### config.mk
export PLATFORM = sky130hd
export DESIGN_NAME = ace_snoop_responder_flat
export DESIGN_NICKNAME = d
export VERILOG_FILES = /design/src/rtl/ace_snoop_responder_if.sv /design/src/rtl/ace_snoop_responder.sv /design/src/flat_wrapper.sv
export SDC_FILE = /design/constraint.sdc
export NUM_CORES = 1
export LEC_CHECK = 0
export CELL_PAD_IN_SITES_DETAIL_PLACEMENT = 1
export CELL_PAD_IN_SITES_GLOBAL_PLACEMENT = 2
export CORE_ASPECT_RATIO = 0.7
export CORE_MARGIN = 3
export CORE_UTILIZATION = 29
export CTS_BUF_LIST = sky130_fd_sc_hd__clkbuf_16
export CTS_CLUSTER_DIAMETER = 40
export DETAILED_ROUTE_END_ITERATION = 10
export PLACE_DENSITY = 0.79
export SKIP_CTS_REPAIR_TIMING = 1
export SYNTH_ARGS = -nofsm -noshare
export SYNTH_HDL_FRONTEND = slang
export SYNTH_SLANG_ARGS = --single-unit
### constraint.sdc
create_clock -name clk_i -period 2.9 [get_ports clk_i]
set_clock_uncertainty 0.2 [all_clocks]
set_input_delay 0.58 -clock clk_i [delete_from_list [all_inputs] [get_ports clk_i]]
set_output_delay 0.58 -clock clk_i [all_outputs]
set_load 0.01 [all_outputs]
### src/rtl/ace_snoop_responder_if.sv
// Bus bundle for the ACE snoop responder: AC/CR/CD snoop channels plus the
// tag-lookup, data-read and state-update ports toward the local cache arrays.
interface ace_snoop_responder_if #(
  parameter int ADDR_WIDTH = 64,
  parameter int DATA_WIDTH = 64,
  parameter int BEAT_W     = 3
);
  // Every *_valid/*_ready pair transfers on a clock edge where both are high;
  // a source holds valid and its payload stable until that edge. rd_rvalid and
  // lu_rvalid are single-cycle result strobes with no ready.
  logic                  ac_valid;
  logic                  ac_ready;
  logic [ADDR_WIDTH-1:0] ac_addr;
  logic [3:0]            ac_snoop;
  logic [2:0]            ac_prot;
  logic                  cr_valid;
  logic                  cr_ready;
  logic [4:0]            cr_resp;
  logic                  cd_valid;
  logic                  cd_ready;
  logic [DATA_WIDTH-1:0] cd_data;
  logic                  cd_last;
  logic                  lu_valid;
  logic                  lu_ready;
  logic [ADDR_WIDTH-1:0] lu_addr;
  logic                  lu_rvalid;
  logic                  lu_hit;
  logic                  lu_dirty;
  logic                  lu_unique;
  logic                  rd_valid;
  logic                  rd_ready;
  logic [BEAT_W-1:0]     rd_beat;
  logic                  rd_rvalid;
  logic [DATA_WIDTH-1:0] rd_rdata;
  logic                  upd_valid;
  logic                  upd_ready;
  logic                  upd_inval;

  modport slave (
    input  ac_valid, ac_addr, ac_snoop, ac_prot, cr_ready, cd_ready,
           lu_ready, lu_rvalid, lu_hit, lu_dirty, lu_unique,
           rd_ready, rd_rvalid, rd_rdata, upd_ready,
    output ac_ready, cr_valid, cr_resp, cd_valid, cd_data, cd_last,
           lu_valid, lu_addr, rd_valid, rd_beat, upd_valid, upd_inval
  );

  modport master (
    output ac_valid, ac_addr, ac_snoop, ac_prot, cr_ready, cd_ready,
           lu_ready, lu_rvalid, lu_hit, lu_dirty, lu_unique,
           rd_ready, rd_rvalid, rd_rdata, upd_ready,
    input  ac_ready, cr_valid, cr_resp, cd_valid, cd_data, cd_last,
           lu_valid, lu_addr, rd_valid, rd_beat, upd_valid, upd_inval
  );
endinterface

### src/rtl/ace_snoop_responder.sv
// Cached-master snoop endpoint: one snoop at a time, lookup -> CRRESP ->
// optional full-line CD stream through a 2-entry credit-limited FIFO -> state update.
module ace_snoop_responder #(
  parameter int ADDR_WIDTH = 64,
  parameter int DATA_WIDTH = 64,
  parameter int LINE_BYTES = 64
) (
  input  logic                clk_i,
  input  logic                rst_ni,
  ace_snoop_responder_if.slave bus,
  output logic [2:0]          dbg_state_o
);
  localparam int BEATS  = LINE_BYTES / (DATA_WIDTH / 8);
  localparam int BEAT_W = $clog2(BEATS);
  localparam int OFF_W  = $clog2(LINE_BYTES);
  localparam logic [ADDR_WIDTH-1:0] LINE_MASK = {{(ADDR_WIDTH-OFF_W){1'b1}}, {OFF_W{1'b0}}};
  localparam logic [BEAT_W-1:0]     LAST_BEAT = BEAT_W'(BEATS - 1);

  typedef enum logic [2:0] {IDLE, LOOKUP, WAIT_LU, SEND_CR, SEND_CD, UPDATE} state_e;

  state_e                state_q, state_d;
  logic [ADDR_WIDTH-1:0] addr_q, addr_d;
  logic [3:0]            snoop_q, snoop_d;
  logic [4:0]            resp_q, resp_d;
  logic                  upd_q, upd_d, inval_q, inval_d;
  logic                  ac_ready_q, ac_ready_d;
  logic [BEAT_W:0]       rd_cnt_q, rd_cnt_d;
  logic [BEAT_W-1:0]     out_cnt_q, out_cnt_d;
  logic [1:0]            outst_q, outst_d, fifo_cnt_q, fifo_cnt_d;
  logic                  wr_ptr_q, wr_ptr_d, rd_ptr_q, rd_ptr_d;
  logic [DATA_WIDTH-1:0] fifo_q [2];
  logic [DATA_WIDTH-1:0] fifo_d [2];

  logic supported, rd_en, rd_credit, rd_fire, push, pop, last_pop;
  logic unused_prot;

  assign unused_prot = ^bus.ac_prot;

  always_comb begin
    supported = 1'b0;
    case (bus.ac_snoop)
      4'b0000, 4'b0001, 4'b0010, 4'b0011,
      4'b0111, 4'b1000, 4'b1001, 4'b1101: supported = 1'b1;
      default:                            supported = 1'b0;
    endcase
  end

  // Buffered plus in-flight beats never exceed the two FIFO slots.
  assign rd_en     = (state_q == SEND_CR || state_q == SEND_CD) && resp_q[0] && !rd_cnt_q[BEAT_W];
  assign rd_credit = ({1'b0, fifo_cnt_q} + {1'b0, outst_q}) < 3'd2;
  assign rd_fire   = rd_en && rd_credit && bus.rd_ready;
  assign push      = bus.rd_rvalid && (outst_q != 2'd0);
  assign pop       = (state_q == SEND_CD) && (fifo_cnt_q != 2'd0) && bus.cd_ready;
  assign last_pop  = pop && (out_cnt_q == LAST_BEAT);

  always_comb begin
    state_d    = state_q;
    addr_d     = addr_q;
    snoop_d    = snoop_q;
    resp_d     = resp_q;
    upd_d      = upd_q;
    inval_d    = inval_q;
    rd_cnt_d   = rd_cnt_q + (BEAT_W+1)'(rd_fire);
    out_cnt_d  = out_cnt_q + BEAT_W'(pop);
    outst_d    = outst_q + 2'(rd_fire) - 2'(push);
    fifo_cnt_d = fifo_cnt_q + 2'(push) - 2'(pop);
    wr_ptr_d   = push ? ~wr_ptr_q : wr_ptr_q;
    rd_ptr_d   = pop ? ~rd_ptr_q : rd_ptr_q;
    fifo_d     = fifo_q;
    if (push) fifo_d[wr_ptr_q] = bus.rd_rdata;

    case (state_q)
      IDLE: begin
        if (bus.ac_valid && ac_ready_q) begin
          addr_d  = bus.ac_addr & LINE_MASK;
          snoop_d = bus.ac_snoop;
          upd_d   = 1'b0;
          inval_d = 1'b0;
          if (supported) begin
            resp_d  = 5'b00000;
            state_d = LOOKUP;
          end else begin
            resp_d  = 5'b00010;
            state_d = SEND_CR;
          end
        end
      end
      LOOKUP: if (bus.lu_ready) state_d = WAIT_LU;
      WAIT_LU: begin
        if (bus.lu_rvalid) begin
          resp_d  = 5'b00000;
          state_d = SEND_CR;
          if (bus.lu_hit) begin
            resp_d[4] = bus.lu_unique;
            case (snoop_q)
              4'b0000: begin resp_d[3] = 1'b1; resp_d[0] = 1'b1; end
              4'b0001, 4'b0010, 4'b0011: begin
                resp_d[3] = 1'b1; resp_d[2] = bus.lu_dirty; resp_d[0] = 1'b1;
                upd_d = 1'b1;
              end
              4'b0111: begin
                resp_d[2] = bus.lu_dirty; resp_d[0] = 1'b1;
                upd_d = 1'b1; inval_d = 1'b1;
              end
              4'b1001: begin
                resp_d[2] = bus.lu_dirty; resp_d[0] = bus.lu_dirty;
                upd_d = 1'b1; inval_d = 1'b1;
              end
              4'b1000: begin
                resp_d[3] = 1'b1; resp_d[2] = bus.lu_dirty; resp_d[0] = bus.lu_dirty;
                upd_d = 1'b1;
              end
              4'b1101: begin upd_d = 1'b1; inval_d = 1'b1; end
              default: ;
            endcase
          end
        end
      end
      SEND_CR: begin
        if (bus.cr_ready) begin
          if (resp_q[0])  state_d = SEND_CD;
          else if (upd_q) state_d = UPDATE;
          else            state_d = IDLE;
        end
      end
      SEND_CD: begin
        if (last_pop) begin
          rd_cnt_d = '0;
          state_d  = upd_q ? UPDATE : IDLE;
        end
      end
      UPDATE: if (bus.upd_ready) state_d = IDLE;
      default: state_d = IDLE;
    endcase

    ac_ready_d = (state_d == IDLE);
  end

  always_ff @(posedge clk_i or negedge rst_ni) begin
    if (!rst_ni) begin
      state_q    <= IDLE;
      addr_q     <= '0;
      snoop_q    <= '0;
      resp_q     <= '0;
      upd_q      <= 1'b0;
      inval_q    <= 1'b0;
      ac_ready_q <= 1'b0;
      rd_cnt_q   <= '0;
      out_cnt_q  <= '0;
      outst_q    <= '0;
      fifo_cnt_q <= '0;
      wr_ptr_q   <= 1'b0;
      rd_ptr_q   <= 1'b0;
      for (int i = 0; i < 2; i++) fifo_q[i] <= '0;
    end else begin
      state_q    <= state_d;
      addr_q     <= addr_d;
      snoop_q    <= snoop_d;
      resp_q     <= resp_d;
      upd_q      <= upd_d;
      inval_q    <= inval_d;
      ac_ready_q <= ac_ready_d;
      rd_cnt_q   <= rd_cnt_d;
      out_cnt_q  <= out_cnt_d;
      outst_q    <= outst_d;
      fifo_cnt_q <= fifo_cnt_d;
      wr_ptr_q   <= wr_ptr_d;
      rd_ptr_q   <= rd_ptr_d;
      fifo_q     <= fifo_d;
    end
  end

  assign bus.ac_ready  = ac_ready_q;
  assign bus.lu_valid  = (state_q == LOOKUP);
  assign bus.lu_addr   = addr_q;
  assign bus.cr_valid  = (state_q == SEND_CR);
  assign bus.cr_resp   = resp_q;
  assign bus.cd_valid  = (state_q == SEND_CD) && (fifo_cnt_q != 2'd0);
  assign bus.cd_data   = fifo_q[rd_ptr_q];
  assign bus.cd_last   = bus.cd_valid && (out_cnt_q == LAST_BEAT);
  assign bus.rd_valid  = rd_en && rd_credit;
  assign bus.rd_beat   = rd_cnt_q[BEAT_W-1:0];
  assign bus.upd_valid = (state_q == UPDATE);
  assign bus.upd_inval = inval_q;
  assign dbg_state_o   = state_q;
endmodule

### src/flat_wrapper.sv
// flat-port wrapper written by rule: the top's interface ports become plain ports
module ace_snoop_responder_flat 
#(
  parameter int ADDR_WIDTH = 64,
  parameter int DATA_WIDTH = 64,
  parameter int LINE_BYTES = 64
)
  (clk_i, rst_ni, dbg_state_o, bus_ac_valid, bus_ac_addr, bus_ac_snoop, bus_ac_prot, bus_cr_ready, bus_cd_ready, bus_lu_ready, bus_lu_rvalid, bus_lu_hit, bus_lu_dirty, bus_lu_unique, bus_rd_ready, bus_rd_rvalid, bus_rd_rdata, bus_upd_ready, bus_ac_ready, bus_cr_valid, bus_cr_resp, bus_cd_valid, bus_cd_data, bus_cd_last, bus_lu_valid, bus_lu_addr, bus_rd_valid, bus_rd_beat, bus_upd_valid, bus_upd_inval);
  ace_snoop_responder_if #(.ADDR_WIDTH(ADDR_WIDTH), .DATA_WIDTH(DATA_WIDTH), .BEAT_W(3)) bus_i ();
  input  logic clk_i;
  input  logic rst_ni;
  output logic [2:0] dbg_state_o;
  input wire logic [$bits(bus_i.ac_valid)-1:0] bus_ac_valid;
  input wire logic [$bits(bus_i.ac_addr)-1:0] bus_ac_addr;
  input wire logic [$bits(bus_i.ac_snoop)-1:0] bus_ac_snoop;
  input wire logic [$bits(bus_i.ac_prot)-1:0] bus_ac_prot;
  input wire logic [$bits(bus_i.cr_ready)-1:0] bus_cr_ready;
  input wire logic [$bits(bus_i.cd_ready)-1:0] bus_cd_ready;
  input wire logic [$bits(bus_i.lu_ready)-1:0] bus_lu_ready;
  input wire logic [$bits(bus_i.lu_rvalid)-1:0] bus_lu_rvalid;
  input wire logic [$bits(bus_i.lu_hit)-1:0] bus_lu_hit;
  input wire logic [$bits(bus_i.lu_dirty)-1:0] bus_lu_dirty;
  input wire logic [$bits(bus_i.lu_unique)-1:0] bus_lu_unique;
  input wire logic [$bits(bus_i.rd_ready)-1:0] bus_rd_ready;
  input wire logic [$bits(bus_i.rd_rvalid)-1:0] bus_rd_rvalid;
  input wire logic [$bits(bus_i.rd_rdata)-1:0] bus_rd_rdata;
  input wire logic [$bits(bus_i.upd_ready)-1:0] bus_upd_ready;
  output wire logic [$bits(bus_i.ac_ready)-1:0] bus_ac_ready;
  output wire logic [$bits(bus_i.cr_valid)-1:0] bus_cr_valid;
  output wire logic [$bits(bus_i.cr_resp)-1:0] bus_cr_resp;
  output wire logic [$bits(bus_i.cd_valid)-1:0] bus_cd_valid;
  output wire logic [$bits(bus_i.cd_data)-1:0] bus_cd_data;
  output wire logic [$bits(bus_i.cd_last)-1:0] bus_cd_last;
  output wire logic [$bits(bus_i.lu_valid)-1:0] bus_lu_valid;
  output wire logic [$bits(bus_i.lu_addr)-1:0] bus_lu_addr;
  output wire logic [$bits(bus_i.rd_valid)-1:0] bus_rd_valid;
  output wire logic [$bits(bus_i.rd_beat)-1:0] bus_rd_beat;
  output wire logic [$bits(bus_i.upd_valid)-1:0] bus_upd_valid;
  output wire logic [$bits(bus_i.upd_inval)-1:0] bus_upd_inval;
  assign bus_i.ac_valid = bus_ac_valid;
  assign bus_i.ac_addr = bus_ac_addr;
  assign bus_i.ac_snoop = bus_ac_snoop;
  assign bus_i.ac_prot = bus_ac_prot;
  assign bus_i.cr_ready = bus_cr_ready;
  assign bus_i.cd_ready = bus_cd_ready;
  assign bus_i.lu_ready = bus_lu_ready;
  assign bus_i.lu_rvalid = bus_lu_rvalid;
  assign bus_i.lu_hit = bus_lu_hit;
  assign bus_i.lu_dirty = bus_lu_dirty;
  assign bus_i.lu_unique = bus_lu_unique;
  assign bus_i.rd_ready = bus_rd_ready;
  assign bus_i.rd_rvalid = bus_rd_rvalid;
  assign bus_i.rd_rdata = bus_rd_rdata;
  assign bus_i.upd_ready = bus_upd_ready;
  assign bus_ac_ready = bus_i.ac_ready;
  assign bus_cr_valid = bus_i.cr_valid;
  assign bus_cr_resp = bus_i.cr_resp;
  assign bus_cd_valid = bus_i.cd_valid;
  assign bus_cd_data = bus_i.cd_data;
  assign bus_cd_last = bus_i.cd_last;
  assign bus_lu_valid = bus_i.lu_valid;
  assign bus_lu_addr = bus_i.lu_addr;
  assign bus_rd_valid = bus_i.rd_valid;
  assign bus_rd_beat = bus_i.rd_beat;
  assign bus_upd_valid = bus_i.upd_valid;
  assign bus_upd_inval = bus_i.upd_inval;
  ace_snoop_responder #(.ADDR_WIDTH(ADDR_WIDTH), .DATA_WIDTH(DATA_WIDTH), .LINE_BYTES(LINE_BYTES)) u_core (.clk_i(clk_i), .rst_ni(rst_ni), .bus(bus_i), .dbg_state_o(dbg_state_o));
endmodule
==> results summary, run 1 <==
The vertical extent of the die came out at 154 um. The worst register-to-register path ends at u_core.rd_cnt_q[1]. The logic gate share of total power is 0.426. The number of enable flip-flop cells after synthesis is 0.

Counting instances, the worst hold path has a depth of 2. The H-tree generated during clock tree synthesis spans 2 levels. The routed design uses ~13 mm of met2 wire.

The top cell types in the final layout, fill and taps aside, are sky130_fd_sc_hd__clkdlybuf4s50_1 (216), sky130_fd_sc_hd__dfrtp_1 (213), sky130_fd_sc_hd__mux2_2 (194), sky130_fd_sc_hd__nand2_1 (187), sky130_fd_sc_hd__dlymetal6s2s_1 (61). The first routing iteration left 188 violations. The number of warnings reported in the yosys synthesis log is 0. The shortest clock period the worst path allows after layout is between 2 and 3 ns. Across the run, the number of max-cap violations was 0.

Clock-pin slew was measured on the worst setup and hold paths at approximately 0.050 ns. The highest fanout seen on the critical path is 2. The cell-internal power is 11300 uW. The logic depth of the worst register-to-register path is 9. The share of the Yosys chip area taken by registers is 0.589. The maximum number of pins on one net before global-route repair came out at 60. The reported leakage power is 0.00673 uW. The number of antenna repair diodes came out at 0. The transition time at the pin with the least slew margin came out at about 0.65 ns. The peak supply drop came out at about 530 uV. The count of TritonRoute iterations in the first routing pass is 4. Walking the worst path, the cells encountered are inv_2, nor2_4, fa_1, or4b_4, a21oi_2, buf_2.

Once layout is complete, the cells apart from fillers number 1487. Data on the critical path arrives at its endpoint at 2.21 ns. The post-synthesis average cell area came out at roughly 12 um^2.

For this run, design rule violations remaining after detail routing come to 0. The most frequently used flop master after synthesis is sky130_fd_sc_hd__dfrtp_1. The post-synthesis cell area came out at a little over 9000 um^2. The number of global-route vias before repair is about 7500.

The number of synthesized register bits came out at around 210. The power density normalized to cell area came out at roughly 1200 nW/um^2. Relative to the synthesized area, the layout overhead comes to 54.9%. The slowest stage of the critical path is the sky130_fd_sc_hd__or4b_4 cell. The worst register-to-register path begins at u_core.fifo_cnt_q[0].

The number of I/O port buffers is 279. The stage delay of the slowest cell on the critical path came out at around 0.49 ns. Setup repair after global routing could not meet its margin everywhere. The startpoint identified for the worst hold timing path is u_core.bus.lu_addr[38]. The type of the most critical hold path is flop to flop. The wire length reported by the detailed router came out at approximately 27 mm. The highest metal layer carrying signal wires in the routed design is met4. By area the synthesized netlist is led by sky130_fd_sc_hd__dfrtp_1 (59%), sky130_fd_sc_hd__mux2_2 (24%), sky130_fd_sc_hd__nand2_1 (7.8%).

The worst setup path is of the flop to output port kind. The tree is rooted in a sky130_fd_sc_hd__clkbuf_16. Counting along the longest clock path gives a buffer depth of 3. The die area is approximately 34000 um^2.

The layout cell share with drive strength beyond 1 is 0.285. Dividing the detail-routed wire length by the instance count gives between 15 and 20 um. The number of buffers added by the clock tree synthesis step is 34. The number of nets with antenna violations after detailed routing is 0. The sort of element at the end of the critical path is an output port. The total via count in the routed design is ~6600. The number of top-level pins came out at ~300.

The count of clock tree sinks is about 210. The final net count came out at 1206. Detailed placement ended at an HPWL of 19.0 mm.

The total setup violations reported at the end of the flow came out at 1. The switching power total came out at ~5200 uW. The total count of max-transition violations in the final report came out at 0.

For this run, the total global-route usage over all layers was measured as 0.160. In the final routing, the length of wire on met1 measures between 10 and 15 mm. Of the total power, the share spent switching nets is 0.315. In this run the tightest slew margin relative to its limit is 0.563. The timing-limited maximum frequency came out at between 0.3 and 0.4 GHz. The worst setup path is launched from a flop.

Summed over all instances, the cell type with the most area after synthesis is sky130_fd_sc_hd__dfrtp_1. The total met3 wirelength after detailed routing came out at between 1 and 1.5 mm. In this run, placement finished with an instance count of ~1400. The final RePlAce weighted congestion is between 0.7 and 0.8.

The final reports fail on negative setup slack. The destination of the worst hold path is u_core.bus.lu_addr[38]. The worst hold slack came out at 0.268 ns. The die is ~220 um wide.

Leaving out fill and tap cells, the most frequent cell in the layout is sky130_fd_sc_hd__clkdlybuf4s50_1. The internal reg-to-reg setup slack came out at roughly 0.3 ns. The share of Yosys cell area claimed by the top area cell type came out at 0.589.

Dividing the final minimum period by the clock period gives 1.03. The number of antenna violations at the first check in global routing came out at 0. The required time of the critical path is 2.12 ns.

TritonCTS built the clock tree. The cell count after synthesis came out at ~730. The clock power share is 0.258. The initial utilization of the core area, before any placement, comes to 0.299. The final-report hold violation count is 0. The flow ran to the end, but the final reports show violations.

The least setup slack across all paths after layout is -0.0879 ns. The core footprint came out at slightly above 30000 um^2. The clock insertion delay at the later pin of the skew report is roughly 0.50 ns. The number of placement rows is 53.

After routing, the total negative slack on setup checks comes to -0.0879 ns. The sequential power share came out at 0.316. Global routing finished with a remaining overflow of 0. The post-detailed-route via-to-cell ratio came out at 4.46. The proportion of synthesized flip-flops having asynchronous set or reset came out at 1.00. The count of unique library cells instantiated by Yosys is 41. The first-pass GRT wire length came out at approximately 43 mm.
==> power groups by stage <==
stage	clock network, uW	logic, uW	registers, uW
after detailed placement	0	7050	5280
after global placement	0	6940	5200
after floorplan	0	3400	5240
final	4270	7040	5220
after global routing	4580	7630	5410
after CTS	4410	7110	5260
==> flip-flops by register name (all words and copies together) (netlist names) <==
| signal | cells |
|---|---|
| u_core.bus.ac_ready | 1 |
| u_core.bus.cr_resp | 5 |
| u_core.bus.lu_addr | 58 |
| u_core.bus.upd_inval | 1 |
| u_core.dbg_state_o | 3 |
| u_core.fifo_cnt_q | 2 |
| u_core.fifo_q | 128 |
| u_core.out_cnt_q | 3 |
| u_core.outst_q | 2 |
| u_core.rd_cnt_q | 4 |
| u_core.rd_ptr_q | 1 |
| u_core.snoop_q | 4 |
| u_core.upd_q | 1 |
| u_core.wr_ptr_q | 1 |
==> cells in the mapped netlist (all sizes together) (4+ instances only) <==
| cell | n |
|---|---|
| a21oi | 4 |
| buf | 24 |
| clkbuf | 19 |
| dfrtp | 214 |
| ha | 8 |
| inv | 10 |
| mux2 | 194 |
| nand2 | 189 |
| nor2 | 11 |
| nor3 | 5 |
| o21ai | 13 |
| xnor2 | 6 |
==> worst max-delay path by stage <==
stage                         endpoint  cells past startpoint                 start  slack, ns
floorplan           u_core.rd_cnt_q[1]                      9  u_core.fifo_cnt_q[0]       0.08
global placement          bus_rd_valid                      6     u_core.outst_q[0]      -0.20
detailed placement        bus_rd_valid                      6  u_core.fifo_cnt_q[0]      -0.24
CTS                       bus_rd_valid                      6  u_core.fifo_cnt_q[0]      -0.78
global route              bus_rd_valid                      6  u_core.fifo_cnt_q[0]      -0.19
finish                    bus_rd_valid                      6  u_core.fifo_cnt_q[0]      -0.09
==> per-layer routing <==
layer | global-route usage | vias up
li1 | - | 3100
met1 | 0.204 | 3341
met4 | 0.0453 | 0
met5 | 0 | -
met3 | 0.0448 | 50
met2 | 0.268 | 135
==> logic make-up after synthesis <==
group / Yosys count / share of synthesized area
other: 1 / 0.000412
xor gates and xnor gates: 9 / 0.00867
DFF: 214 / 0.589
and+or+nand+nor: 226 / 0.103
muxes: 195 / 0.241
buffers and inverters: 53 / 0.0275
adders and majority gates: 9 / 0.0132
AOI/OAI and AO/OA: 26 / 0.0171
==> worst max-delay path, delay by kind of cell (launching register included) <==
family / cells / cell delay (ns)
AO/OA/AOI/OAI: 1 / 0.13
adder cells (fa/ha/maj): 1 / 0.44
buffers and inverters: 2 / 0.23
flip-flops: 1 / 0.38
AND/OR/NAND/NOR: 2 / 0.52
==> final cells by class <==
| cell class | count | area (um^2) |
|---|---|---|
| well taps | 412 | 515 |
| fillers | 3141 | 16400 |
| clock buffers | 37 | 926 |
| multi-input cells | 471 | 3540 |
| clock inverters | 25 | 279 |
| flip-flops and latches | 214 | 5360 |
| repair buffers | 318 | 3420 |
| inverters | 10 | 37.5 |
==> stage by stage <==
step | util | setup WS (ns) | area, um^2 | power (uW)
floorplan | - | 0.0823 | 9110 | 8640
global placement | 0.412 | -0.204 | 12500 | 12100
detailed placement | 0.412 | -0.235 | 12500 | 12300
CTS | 0.452 | -0.782 | 13700 | 16800
global route | 0.463 | -0.186 | 14100 | 17600
finish | 0.463 | -0.0879 | 14100 | 16500
Power figures use the tool's default switching activity.
==> inputs of run 2 (changes only) <==
--- a/config.mk
+++ b/config.mk
@@ -15,6 +15,7 @@
 export DETAILED_ROUTE_END_ITERATION = 10
 export PLACE_DENSITY = 0.79
 export SKIP_CTS_REPAIR_TIMING = 1
+export SLEW_MARGIN = 20
 export SYNTH_ARGS = -nofsm -noshare
 export SYNTH_HDL_FRONTEND = slang
 export SYNTH_SLANG_ARGS = --single-unit
==> results of run 2 <==
No change in the layout: final DEF, timing and power equal those of run 1.
==> inputs of run 3 (changes only) <==
--- a/config.mk
+++ b/config.mk
@@ -9,11 +9,11 @@
 export CELL_PAD_IN_SITES_GLOBAL_PLACEMENT = 2
 export CORE_ASPECT_RATIO = 0.7
 export CORE_MARGIN = 3
-export CORE_UTILIZATION = 29
+export CORE_UTILIZATION = 32
 export CTS_BUF_LIST = sky130_fd_sc_hd__clkbuf_16
 export CTS_CLUSTER_DIAMETER = 40
 export DETAILED_ROUTE_END_ITERATION = 10
-export PLACE_DENSITY = 0.79
+export PLACE_DENSITY = 0.86
 export SKIP_CTS_REPAIR_TIMING = 1
 export SLEW_MARGIN = 20
 export SYNTH_ARGS = -nofsm -noshare
==> constraint.sdc (replaced) <==
create_clock -name clk_i -period 3.5 [get_ports clk_i]
set_clock_uncertainty 0.2 [all_clocks]
set_input_delay 0.7 -clock clk_i [delete_from_list [all_inputs] [get_ports clk_i]]
set_output_delay 0.7 -clock clk_i [all_outputs]
set_load 0.01 [all_outputs]
==> run 3 against run 2 <==
The flow now finishes without violations; critical path type unchanged; sequential power down 16%; setup slack better by 0.23 ns; flip-flop and latch count unchanged; final cell count down 5.3%; cell area down 3.4%; first-iteration DRC count down 29%; sequential share of layout area up 1.3 points; wire length down 5.8%.
==> results summary, run 3 (synthesis results as in run 1) <==
STA classifies the critical path endpoint as an output port. The depth of the CTS H-tree is 2 (unchanged). The reg-to-reg startpoint is u_core.fifo_cnt_q[0]. The worst hold slack is 0.0459 ns (-0.222 ns).

The worst setup path is of the flop to output port kind. The power density normalized to cell area is 1000 nW/um^2 (-15%). Leaving out fill and tap cells, the most frequent cell in the layout is sky130_fd_sc_hd__clkdlybuf4s50_1. The number of top-level pins came out at 295 (unchanged). The core footprint came out at 27300 um^2 (-10%). The timing-limited maximum frequency is around 0.3 GHz. The total grt overflow is 0 (unchanged). The worst register-to-register path ends at u_core.rd_cnt_q[1]. The flip-flop count of the largest register after layout is 128 (unchanged). The number of nets with antenna violations after detailed routing came to 0 (unchanged). The met2 usage came to 0.282 (+0.0139). The met3 demand-to-capacity share in global routing came out at 0.0557 (+0.0109). The number of global-route vias before repair is 7472 (-0.33%). The clock transition at the registers of the reported paths came to 0.05 ns (about the same).

The total via count in the routed design came out at 6517 (-1.6%). The count of TritonRoute iterations in the first routing pass came out at 4 (unchanged). The shortest clock period the worst path allows after layout came out at 3.35 ns. The internal reg-to-reg setup slack is 0.64 ns (+0.34 ns). The violation count after the first detailed-routing iteration came out at 134 (-29%). The total global routing track utilization came out at 0.170 (+0.0102). The setup TNS after final layout was 0 ns (+0.0879 ns). The final-report hold violation count is 0 (unchanged).

The number of antenna repair diodes came out at 0 (unchanged). The clock insertion delay at the later pin of the skew report is 0.49 ns (about the same). The number of buffers added by the clock tree synthesis step is 34 (unchanged).

The layout cell share with drive strength beyond 1 was 0.259 (-0.0260). The met1 usage is 0.217 (+0.0124). The DRC violation count after routing came out at 0 (unchanged). The transition time at the pin with the least slew margin came to 0.692 ns (+0.0439 ns).

The total count of max-transition violations in the final report came out at 0 (unchanged). The vertical extent of the die is 147 um (-4.6%). The horizontal die dimension came out at 207 um (-4.7%). The post-detailed-route via-to-cell ratio is 4.63 (+3.9%). The number of I/O port buffers came to 279 (unchanged). The layer flagged by global routing as most heavily used is met2. The filler cell count is 2872 (-8.6%). The initial cell density of the core was 0.333 (+0.0339). The remaining max-slew budget at the tightest pin came to 0.533 (-0.0296). The root buffer cell chosen for the clock tree is sky130_fd_sc_hd__clkbuf_16. The final RePlAce weighted congestion came to 0.740 (-1.1%). The die area came out at 30500 um^2 (-9.1%). The peak supply drop was 435 uV (-18%). The number of antenna violations at the first check in global routing is 1 (+1). The flow ran to the end, and the final reports show no timing, DRC or antenna violations. The TritonCTS clock tree is yes. The deepest clock path buffer count is 3 (unchanged). The wire length reported by the detailed router came out at 25.7 mm (-5.8%). The flip-flop and latch area is 5360 um^2 (about the same).

The required time of the critical path came out at 2.60 ns (+0.48 ns). The final net count was 1179 (-2.2%). The post-DP HPWL is 18.0 mm (-4.9%).

The first-pass GRT wire length came out at 42.0 mm (-1.6%). Of the available clock period, the critical path in the final layout requires 0.958. The routed wirelength normalized by instance count came out at 18.3 um (-0.50%). The count of clock tree sinks is 214 (unchanged). The logic depth of the worst register-to-register path came out at 9 (unchanged). STA classifies the critical path startpoint as a flop. The endpoint arrival time on the critical path came out at 2.45 ns (+0.24 ns). The maximum number of pins on one net before global-route repair came to 79 (+32%).

Setup repair after global routing left no endpoint under its margin. The type of the most critical hold path is primary input to asynchronous set/reset pin. The reported leakage power came to 0.00599 uW (-11%). In the layout the commonest cells are sky130_fd_sc_hd__clkdlybuf4s50_1 (277), sky130_fd_sc_hd__dfrtp_1 (213), sky130_fd_sc_hd__mux2_2 (194), sky130_fd_sc_hd__nand2_1 (187), sky130_fd_sc_hd__clkbuf_16 (37). The max-capacitance violation count came out at 0 (unchanged). The total setup violations reported at the end of the flow is 0 (-1).

The total area of multi-input combinational cells is 3530 um^2 (-0.39%). u_core.fifo_q holds more flip-flops than any other register. From synthesis to final layout, the design area changed by 49.6%. The highest fanout seen on the critical path is 3 (+1). The number of placement rows was 50 (-5.7%).
-- run 3: cell types whose count changed in the layout (fill, tap and decap cells not counted), sizes merged --
cell	change
dlymetal6s2s	-60
clkinv	+4
clkbuf	-1
buf	-26
inv	-10
dlygate4sd3	-1
bufinv	+3
clkdlybuf4s50	+61
clkinvlp	-1
-- run 3: cell type report --
class                      instances  area share
clock buffer                      37      0.0681
tap                              364      0.0335
multi-input combinational        471       0.259
inverter                          10     0.00276
clock inverter                    21      0.0225
sequential                       214       0.394
timing repair buffer             291       0.220
-- run 3: routing by layer --
layer	part of all wire	routed length, um
met2	0.49	12500
met4	0.021	528
met1	0.43	11000
met5	0.00051	13
met3	0.065	1670
-- run 3: worst max path at each step --
| stage | start | end |
|---|---|---|
| 2_1_floorplan | u_core.fifo_cnt_q[0] | u_core.rd_cnt_q[1] |
| 3_3_place_gp | u_core.fifo_cnt_q[0] | bus_rd_valid |
| 3_5_place_dp | u_core.fifo_cnt_q[0] | bus_rd_valid |
| 4_1_cts | u_core.fifo_cnt_q[0] | bus_rd_valid |
| 5_1_grt | u_core.fifo_cnt_q[0] | bus_rd_valid |
| 6_report | u_core.fifo_cnt_q[0] | bus_rd_valid |
-- run 3: through the flow --
stage / utilization / cells / area, um^2 / power, uW / worst slack [ns]
3_3_place_gp: 0.452 / 1350 / 12400 / 9900 / 0.226
4_1_cts: 0.497 / 1408 / 13600 / 13900 / -0.337
3_5_place_dp: 0.452 / 1350 / 12400 / 10100 / 0.199
2_1_floorplan: - / 738 / 9110 / 7160 / 0.682
5_1_grt: 0.497 / 1408 / 13600 / 14500 / 0.0316
6_report: 0.497 / 1408 / 13600 / 13600 / 0.146
-- run 3: critical path, stage by stage (launching register included) --
cell                             delay [ns]
sky130_fd_sc_hd__dfrtp_1               0.38
sky130_fd_sc_hd__inv_1                 0.09
sky130_fd_sc_hd__nor2_1                0.06
sky130_fd_sc_hd__fa_1                  0.45
sky130_fd_sc_hd__or4b_2                0.65
sky130_fd_sc_hd__a21oi_2               0.15
sky130_fd_sc_hd__dlymetal6s2s_1        0.18
-- run 3: report_power, final --
group / internal [uW] / switching, uW
logic: 3300 / 2300
registers: 3680 / 688
clock network: 2480 / 1150
total: 9460 / 4140
